===== src/rtl/gzip_job_sequencer.sv =====
// gzip_job_sequencer
//   Runs one compression job on the gzip core: pulses the core reset, applies
//   the compression mode, meters exactly cfg_job_words 32-bit words from the
//   upstream stream into the core input FIFO, then waits for core done.
//   Captures ISIZE/CRC32, reports an error code and raises a sticky irq.
//
//   Optional build macro: GZIP_SEQ_TIMEOUT_EN enables the drain watchdog
//   (ERROR code 6 after TIMEOUT_CYCLES DRAIN cycles without core_done).
//
// Ports
//   core_clock, bus_reset           clock, async active-high reset
//   cfg_start/cfg_abort             1-cycle job start / abort pulses
//   cfg_btype/cfg_job_words         job mode and length, sampled on accepted start
//   irq_clear                       clears irq (set wins when simultaneous)
//   s_tdata/s_tvalid/s_tready       upstream word stream
//   fifo_din/fifo_wr_en/fifo_full   core input FIFO write side
//   core_rst_n/core_btype           core reset (active-low) and mode
//   core_done/core_*_err            core status (levels)
//   core_isize/core_crc             core result words
//   busy/err_code/res_isize/res_crc job status and captured results
//   irq                             sticky job-finished interrupt
module gzip_job_sequencer #(
   parameter int RST_CYCLES     = 16,
   parameter int LEN_W          = 24,
   parameter int TIMEOUT_CYCLES = 1048576
) (
   input  logic             core_clock,
   input  logic             bus_reset,
   input  logic             cfg_start,
   input  logic             cfg_abort,
   input  logic [1:0]       cfg_btype,
   input  logic [LEN_W-1:0] cfg_job_words,
   input  logic             irq_clear,
   input  logic [31:0]      s_tdata,
   input  logic             s_tvalid,
   output logic             s_tready,
   output logic [31:0]      fifo_din,
   output logic             fifo_wr_en,
   input  logic             fifo_full,
   output logic             core_rst_n,
   output logic [1:0]       core_btype,
   input  logic             core_done,
   input  logic             core_btype_err,
   input  logic             core_bsize_err,
   input  logic [31:0]      core_isize,
   input  logic [31:0]      core_crc,
   output logic             busy,
   output logic [2:0]       err_code,
   output logic [31:0]      res_isize,
   output logic [31:0]      res_crc,
   output logic             irq
);

   localparam int RC_W = (RST_CYCLES > 1) ? $clog2(RST_CYCLES) : 1;

   typedef enum logic [2:0] {IDLE, CORE_RST, FEED, DRAIN, DONE, ERROR} state_t;

   state_t           state, state_nxt;
   logic [RC_W-1:0]  rst_cnt, rst_cnt_nxt;
   logic [LEN_W-1:0] words_left, words_left_nxt;
   logic [2:0]       err_nxt;
   logic [1:0]       btype_nxt;
   logic             rst_n_nxt;
   logic             irq_set;
   logic             capture;
   logic             in_job;
   logic             wd_expired;

   assign in_job     = (state == CORE_RST) || (state == FEED) || (state == DRAIN);
   assign s_tready   = (state == FEED) && !fifo_full && (words_left != '0);
   assign fifo_wr_en = s_tvalid && s_tready;
   assign fifo_din   = s_tdata;

`ifdef GZIP_SEQ_TIMEOUT_EN
   localparam int WD_W = $clog2(TIMEOUT_CYCLES + 1);
   logic [WD_W-1:0] wd_cnt;

   // Holds zero outside DRAIN, so it starts from zero on every DRAIN entry;
   // it reads n-1 during the n-th DRAIN cycle.
   always_ff @(posedge core_clock or posedge bus_reset) begin
      if (bus_reset)             wd_cnt <= '0;
      else if (state != DRAIN)   wd_cnt <= '0;
      else                       wd_cnt <= wd_cnt + 1'b1;
   end

   assign wd_expired = (wd_cnt == WD_W'(TIMEOUT_CYCLES - 1));
`else
   logic unused_timeout;
   assign unused_timeout = TIMEOUT_CYCLES[0];
   assign wd_expired     = 1'b0;
`endif

   always_ff @(posedge core_clock or posedge bus_reset) begin
      if (bus_reset) begin
         state      <= IDLE;
         rst_cnt    <= '0;
         words_left <= '0;
         core_rst_n <= 1'b0;
         core_btype <= 2'b00;
         busy       <= 1'b0;
         err_code   <= 3'd0;
         res_isize  <= '0;
         res_crc    <= '0;
         irq        <= 1'b0;
      end else begin
         state      <= state_nxt;
         rst_cnt    <= rst_cnt_nxt;
         words_left <= words_left_nxt;
         core_rst_n <= rst_n_nxt;
         core_btype <= btype_nxt;
         busy       <= (state_nxt == CORE_RST) || (state_nxt == FEED) || (state_nxt == DRAIN);
         err_code   <= err_nxt;
         irq        <= irq_set || (irq && !irq_clear);
         if (capture) begin
            res_isize <= core_isize;
            res_crc   <= core_crc;
         end
      end
   end

   always_comb begin
      state_nxt      = state;
      rst_cnt_nxt    = rst_cnt;
      words_left_nxt = words_left;
      err_nxt        = err_code;
      btype_nxt      = core_btype;
      rst_n_nxt      = core_rst_n;
      irq_set        = 1'b0;
      capture        = 1'b0;

      case (state)
         IDLE, DONE, ERROR: begin
            if (cfg_start) begin
               err_nxt = 3'd0;
               if (cfg_btype == 2'b11) begin
                  state_nxt = ERROR;
                  err_nxt   = 3'd1;
                  rst_n_nxt = 1'b0;
                  irq_set   = 1'b1;
               end else if (cfg_job_words == '0) begin
                  state_nxt = ERROR;
                  err_nxt   = 3'd2;
                  rst_n_nxt = 1'b0;
                  irq_set   = 1'b1;
               end else begin
                  state_nxt      = CORE_RST;
                  rst_cnt_nxt    = RC_W'(RST_CYCLES - 1);
                  words_left_nxt = cfg_job_words;
                  btype_nxt      = cfg_btype;
                  rst_n_nxt      = 1'b0;
               end
            end
         end
         CORE_RST: begin
            if (rst_cnt == '0) begin
               state_nxt = FEED;
               rst_n_nxt = 1'b1;
            end else begin
               rst_cnt_nxt = rst_cnt - 1'b1;
            end
         end
         FEED: begin
            if (fifo_wr_en) begin
               words_left_nxt = words_left - 1'b1;
               if (words_left == LEN_W'(1)) state_nxt = DRAIN;
            end
         end
         DRAIN: begin
            if (core_done) begin
               state_nxt = DONE;
               capture   = 1'b1;
               irq_set   = 1'b1;
            end else if (wd_expired) begin
               state_nxt = ERROR;
               err_nxt   = 3'd6;
               rst_n_nxt = 1'b0;
               irq_set   = 1'b1;
            end
         end
         default: state_nxt = IDLE;
      endcase

      // Core error flags override a same-cycle core_done.
      if (((state == FEED) || (state == DRAIN)) && (core_btype_err || core_bsize_err)) begin
         state_nxt = ERROR;
         err_nxt   = core_btype_err ? 3'd3 : 3'd4;
         rst_n_nxt = 1'b0;
         irq_set   = 1'b1;
         capture   = 1'b0;
      end

      // Abort overrides everything else while a job is running.
      if (in_job && cfg_abort) begin
         state_nxt = ERROR;
         err_nxt   = 3'd5;
         rst_n_nxt = 1'b0;
         irq_set   = 1'b1;
         capture   = 1'b0;
      end
   end

endmodule


===== config.mk =====
export PLATFORM = sky130hd
export DESIGN_NAME = gzip_job_sequencer
export DESIGN_NICKNAME = d
export VERILOG_FILES = /design/src/rtl/gzip_job_sequencer.sv
export SDC_FILE = /design/constraint.sdc
export NUM_CORES = 1
export LEC_CHECK = 0
export ABC_AREA = 0
export CAP_MARGIN = 30
export CORE_MARGIN = 2
export CORE_UTILIZATION = 42
export CTS_CLUSTER_DIAMETER = 100
export DETAILED_ROUTE_END_ITERATION = 6
export PLACE_DENSITY = 0.81
export SYNTH_ARGS = -nofsm -noshare
export SYNTH_HDL_FRONTEND = slang
export SYNTH_SLANG_ARGS = --single-unit

===== constraint.sdc =====
create_clock -name core_clock -period 4.7 [get_ports core_clock]
set_input_delay 0.94 -clock core_clock [delete_from_list [all_inputs] [get_ports core_clock]]
set_output_delay 0.94 -clock core_clock [all_outputs]
set_load 0.05 [all_outputs]

==> After elaboration in Yosys (flattened, before gate mapping) <==
Index checks and enable logic that the tools add are counted.
{ "word_totals": {"register_bits": 103, "in_bits": 132, "out_inout_bits": 106} }
{ "op_classes": {"addsub": 2, "n_eq_ne": 17, "n_mux": 42, "n_bitwise": 2, "reduce_logical": 30} }
{ "op_table": {"columns": ["cell", "count"], "rows": [
  ["24-bit two-way mux", 4],
  ["24-bit one-hot mux with 2 select lines", 1],
  ["3-bit two-way mux", 14],
  ["24-bit by 1-bit == test with 1-bit output (second input constant)", 1],
  ["24-bit logical NOT", 1],
  ["24-bit nonzero test", 1],
  ["24-bit by 1-bit subtractor with 24-bit output (second input constant)", 1],
  ["4-bit two-way mux", 4],
  ["1-bit two-way mux", 13],
  ["3-bit by 2-bit == test with 1-bit output (second input constant)", 4],
  ["3-bit one-hot mux with 4 select lines", 1],
  ["2-bit inequality test (second input constant)", 5],
  ["5-bit AND reduction", 2],
  ["4-bit one-hot mux with 2 select lines", 1],
  ["1-bit logical OR", 7],
  ["3-bit by 1-bit == test with 1-bit output (second input constant)", 2],
  ["3-bit == test (second input constant)", 2],
  ["1-bit logical AND", 6],
  ["3-bit nonzero test", 2],
  ["4-bit logical NOT", 1],
  ["2-bit two-way mux", 2],
  ["4-bit by 1-bit inequality test with 1-bit output (second input constant)", 1],
  ["4-bit inequality test (second input constant)", 1],
  ["1-bit one-hot mux with 2 select lines", 2],
  ["11 further kinds", 14]
]} }

==> Depth between registers and ports, before layout <==
{ "depth": {"ltp_word": 11, "mapped_depth": 8, "ltp_nobuf": 7} }

==> Worst setup path after synthesis <==
OpenSTA, ideal clock, no wires.
{ "synth_path": {"path_kind": "register to output", "start": "register state[2]", "end": "output s_tready", "arrival_ns": 2.267, "required_ns": 3.760, "path_slack_ns": 1.493, "path_stages_with_launch": 7, "path_cell_list": "dfrtp_1 -> buf_2 -> nor2b_1 -> nand2b_1 -> clkbuf_1 -> buf_1 -> nor3_1"} }
{ "synth_between": {"elab_chain_cells": 3} }
{ "synth_lines": {"columns": ["element", "line_no", "text"], "rows": [
  ["start, declared", "58", "state_t state, state_nxt;"],
  ["start signal, assigned", "106", "state <= state_nxt;"],
  ["3-bit by 2-bit == test with 1-bit output", "70", "assign s_tready = (state == FEED) && !fifo_full && (words_left != '0);"],
  ["1-bit logical AND (2 in a row)", "70", null],
  ["end, declared", "36", "output logic s_tready,"]
]} }
No other way between the ends.

==> Worst setup path after layout <==
{ "layout_path": {"start": "input fifo_full", "end": "output fifo_wr_en"} }
{ "layout_between": {"elab_chain_cells": 4} }
{ "layout_lines": {"columns": ["element", "line_no", "text"], "rows": [
  ["start, declared", "39", "input logic fifo_full,"],
  ["1-bit logical NOT", "70", null],
  ["1-bit logical AND (2 in a row)", "70", null],
  ["1-bit logical AND", "71", "assign fifo_wr_en = s_tvalid && s_tready;"],
  ["end, declared", "38", "output logic fifo_wr_en,"]
]} }
No other way between the ends.

==> run summary <==
RUN STATUS
------------------------------------------------------------------------------------
Status                                                                  finished clean

LOGIC SYNTHESIS
------------------------------------------------------------------------------------
Warnings, synthesis                                                                0
Main area contributors after synthesis                                  dfrtp_1 (50%), mux2_2 (15%), buf_4 (4.7%)
Share of the synthesized area in the top cell type                             50.0%
Post-synth top area cell                                                     dfrtp_1
Leading register cell type out of synthesis                                  dfrtp_1
Mean Syn Cell Area                                                         11.0 um^2
Synth Cell Area                                                         0.00515 mm^2
Synthesized net count                                                            606
Share of synthesized area occupied by flip-flops and latches                   50.0%
Async set or reset register ratio after synthesis                               100%
Distinct cell type count of the synthesized netlist                               53
Post-synth EDFFs                                                                   0
Instance count of the mapped netlist                                             470
Flops & latches, synth                                                           103

ROUTE
------------------------------------------------------------------------------------
DRC errors left                                                                    0
WL final                                                                     13.9 mm
Avg WL per Cell                                                              18.4 um
Via density per instance                                                        5.59
Total vias in the final route                                                   4234
DRC violation total after the first TritonRoute iteration                        283
Initial DRT Pass Iterations                                                        5
Post-route ant nets                                                                0

FINISH
------------------------------------------------------------------------------------
Area of the multi-input gates                                           0.00217 mm^2
Most common library cell in the layout ignoring fill and taps           clkdlybuf4s50_1
Number of antenna diodes                                                           0
Most frequent cells in the layout                                       clkdlybuf4s50_1 (173), dfrtp_1 (103), mux2_2 (69)
Final core utilization                                                         58.9%
Area delta synth->final                                                        37.3%
Number of fillers in the final layout                                            993
Area taken by flip-flops and latches                                    0.00258 mm^2
Proportion of layout cells with a drive suffix above 1                         17.2%
Post-layout net count                                                            741

FLOORPLANNING
------------------------------------------------------------------------------------
Die area                                                                 0.0132 mm^2
Floorplan core area                                                      0.0120 mm^2
Die width                                                                     115 um
Boundary Pins                                                                    238
Initial core utilization                                                       42.9%
# rows                                                                            40
Die Height                                                                    115 um

HOLD PATH
------------------------------------------------------------------------------------
Number of instances on the worst hold path                                         1
Startpoint of the lowest-slack hold path                                err_code[2]$_DFFE_PP0P_
Endpoint of the worst hold path                                         err_code[2]$_DFFE_PP0P_
Min-Delay Path Class                                                         reg2reg

PLACE
------------------------------------------------------------------------------------
Weighted congestion at the end of routability-driven global placement          0.853
Port Buffers                                                                     173
HPWL after DPL                                                               10.6 mm

CRITICAL PATH
------------------------------------------------------------------------------------
Category of the most critical setup path                                      in2out
Maximum cell stage delay along the critical path                             0.83 ns
Data required time at the worst endpoint                                     3.76 ns
Crit path buffers/inverters                                                        3
Reg2reg start                                                           words_left[4]$_DFFE_PP0P_
Biggest fanout along the worst timing path                                         4
Worst-case register-to-register setup slack                                  1.78 ns
Largest delay contributor family on the critical path                   buffers and inverters
Cell depth of the worst flop-to-flop path                                          7
Cell at the slowest stage of the critical path                          clkdlybuf4s50_1
Library cell appearing most often on the critical path                  clkdlybuf4s50_1
Capturing element type of the critical path                               output pin
Worst setup SP type                                                     primary input
RR Endpoint                                                             words_left[1]$_DFFE_PP0P_
Series of cell instances along the critical path                        clkdlybuf4s50_1, nand3b_1, a31o_2, inv_1, clkdlybuf4s50_1
Signal arrival time at the worst endpoint                                    2.71 ns

GRT
------------------------------------------------------------------------------------
Largest net degree at the start of global routing                                 74
Antenna violations before repair                                                   0
Total routing usage reported by global routing                                 20.7%
Global-route wire length before repair                                       21.5 mm
Vias in the first global route                                                  4239
Total congestion overflow                                                          0

JOB
------------------------------------------------------------------------------------
Reported max-cap violation count                                                   0

POWER AND IR DROP
------------------------------------------------------------------------------------
Power Dens Cells                                                         354 mW/mm^2
Combinational share of power                                                   25.6%
Maximum vdd drop                                                              239 uV
Sequential cell fraction of total power                                        45.9%
Net Sw Frac                                                                    32.6%
Clock share of power                                                           28.5%
Net switching power of the design                                         0.000816 W
Cell-internal power                                                        0.00168 W
Leakage power total                                                          3.05 nW

STA
------------------------------------------------------------------------------------
Setup repair after global routing missed its margin                               no
Worst max-slew margin expressed relative to the limit                          41.1%
Worst clock skew on the final layout                                      0.00480 ns
TNS Setup                                                                       0 ns
Pins over their slew limit                                                         0
Tightest Pin Transition                                                     0.884 ns
Final critical-path required period                                          3.65 ns
Setup-failing EPs final                                                            0
Final critical-path share of the clock period                                  77.6%
Hold violation total from the final report                                         0
Final hold slack                                                            0.484 ns
Fmax                                                                         274 MHz

CLOCK TREE
------------------------------------------------------------------------------------
CTS sink count                                                                   103
Number of buffers created by CTS                                                   9
CTS tree                                                                       built
Count of instances resized after the clock tree is built                           0
Library cell used as clock root buffer                                     clkbuf_16
Post-CTS setup repair buffer count                                                 0
Htree depth                                                                        3
Longest Clk Path Bufs                                                              2
Insertion delay to the later sink of the worst-skew pair                     0.34 ns
Register clock-pin slew on the reported worst setup and hold paths           0.07 ns
CTS hold repair buffers                                                            0

worst max path at each step:
stage | startpoint | endpoint | slack [ns] | depth (start not counted)
2_1_floorplan | bus_reset | busy$_DFF_PP0_ | 1.06 | 1
3_3_place_gp | fifo_full | fifo_wr_en | 1.09 | 5
3_5_place_dp | fifo_full | fifo_wr_en | 1.06 | 5
4_1_cts | fifo_full | fifo_wr_en | 1.05 | 5
5_1_grt | state[2]$_DFF_PP0_ | fifo_wr_en | 0.90 | 6
6_report | fifo_full | fifo_wr_en | 1.05 | 5
registers in the layout, indices dropped and copies added (netlist names):
register / cells
busy: 1
core_btype: 2
core_rst_n: 1
err_code: 3
irq: 1
res_crc: 32
res_isize: 32
rst_cnt: 4
state: 3
words_left: 24
layout make-up:
| cell class | instances | share of cell area [%] |
|---|---|---|
| Inverter | 17 | 0.938 |
| Tap cell | 147 | 2.60 |
| Multi-Input combinational cell | 293 | 30.6 |
| Clock buffer | 11 | 3.43 |
| Timing Repair Buffer | 181 | 25.3 |
| Sequential cell | 103 | 36.5 |
| Clock inverter | 5 | 0.584 |
cell usage after synthesis (2+ instances only):
| library cell | number |
|---|---|
| nor3b_1 | 5 |
| a211oi_1 | 8 |
| or4_1 | 2 |
| mux2_2 | 69 |
| nand4b_1 | 2 |
| a21oi_1 | 25 |
| nand3_1 | 3 |
| o22a_1 | 9 |
| nor3_1 | 13 |
| buf_4 | 32 |
| a22oi_1 | 9 |
| buf_2 | 13 |
| nor3b_2 | 2 |
| ha_1 | 4 |
| or4_4 | 2 |
| a31oi_1 | 13 |
| nor2_1 | 33 |
| nor4_1 | 12 |
| a2bb2oi_1 | 2 |
| inv_1 | 17 |
| nand2_1 | 18 |
| and3_1 | 9 |
| a21o_1 | 2 |
| nor2b_1 | 4 |
| buf_1 | 2 |
| o21a_1 | 2 |
| nand3b_1 | 2 |
| clkbuf_1 | 10 |
| dfrtp_1 | 103 |
| o22ai_1 | 10 |
| o21ai_0 | 8 |
| and2_1 | 3 |
| a2111oi_0 | 2 |
power by group through the flow:
stage	combinational (W)	sequential [W]	clock [W]
after detailed placement	0.000643	0.00116	0
final	0.000641	0.00115	0.000712
after global routing	0.000694	0.00117	0.000778
after floorplan	0.000352	0.00126	0
after global placement	0.000624	0.00115	0
after CTS	0.000644	0.00114	0.000737
kinds of logic (layout without fill, tap and decap cells):
kind of cell    after synthesis  in the layout  synth area share, %
simple gates                117            117                 12.3
flops                       103            103                 50.0
compound gates              102            102                 13.4
buf+inv                      74            214                 8.04
mux                          69             69                 15.1
fa+ha+maj                     4              4                0.972
xor+xnor                      1              1                0.170
metal layers:
metal / up-vias / wire [um] / track usage, %
li1: 1961 / - / -
met1: 2038 / 5510 / 25.6
met2: 216 / 7030 / 36.1
met3: 19 / 1170 / 5.48
met4: 0 / 195 / 5.46
met5: - / 0 / 0
metrics by stage:
step / instance area (um^2) / power, W / worst slack [ns] / instances
after floorplan: 5150 / 0.00161 / 1.06 / 470
after global placement: 6790 / 0.00177 / 1.09 / 741
after detailed placement: 6790 / 0.00180 / 1.06 / 741
after CTS: 7070 / 0.00252 / 1.05 / 757
after global routing: 7070 / 0.00264 / 0.900 / 757
final: 7070 / 0.00250 / 1.05 / 757
(Power assumes the default switching activity.)
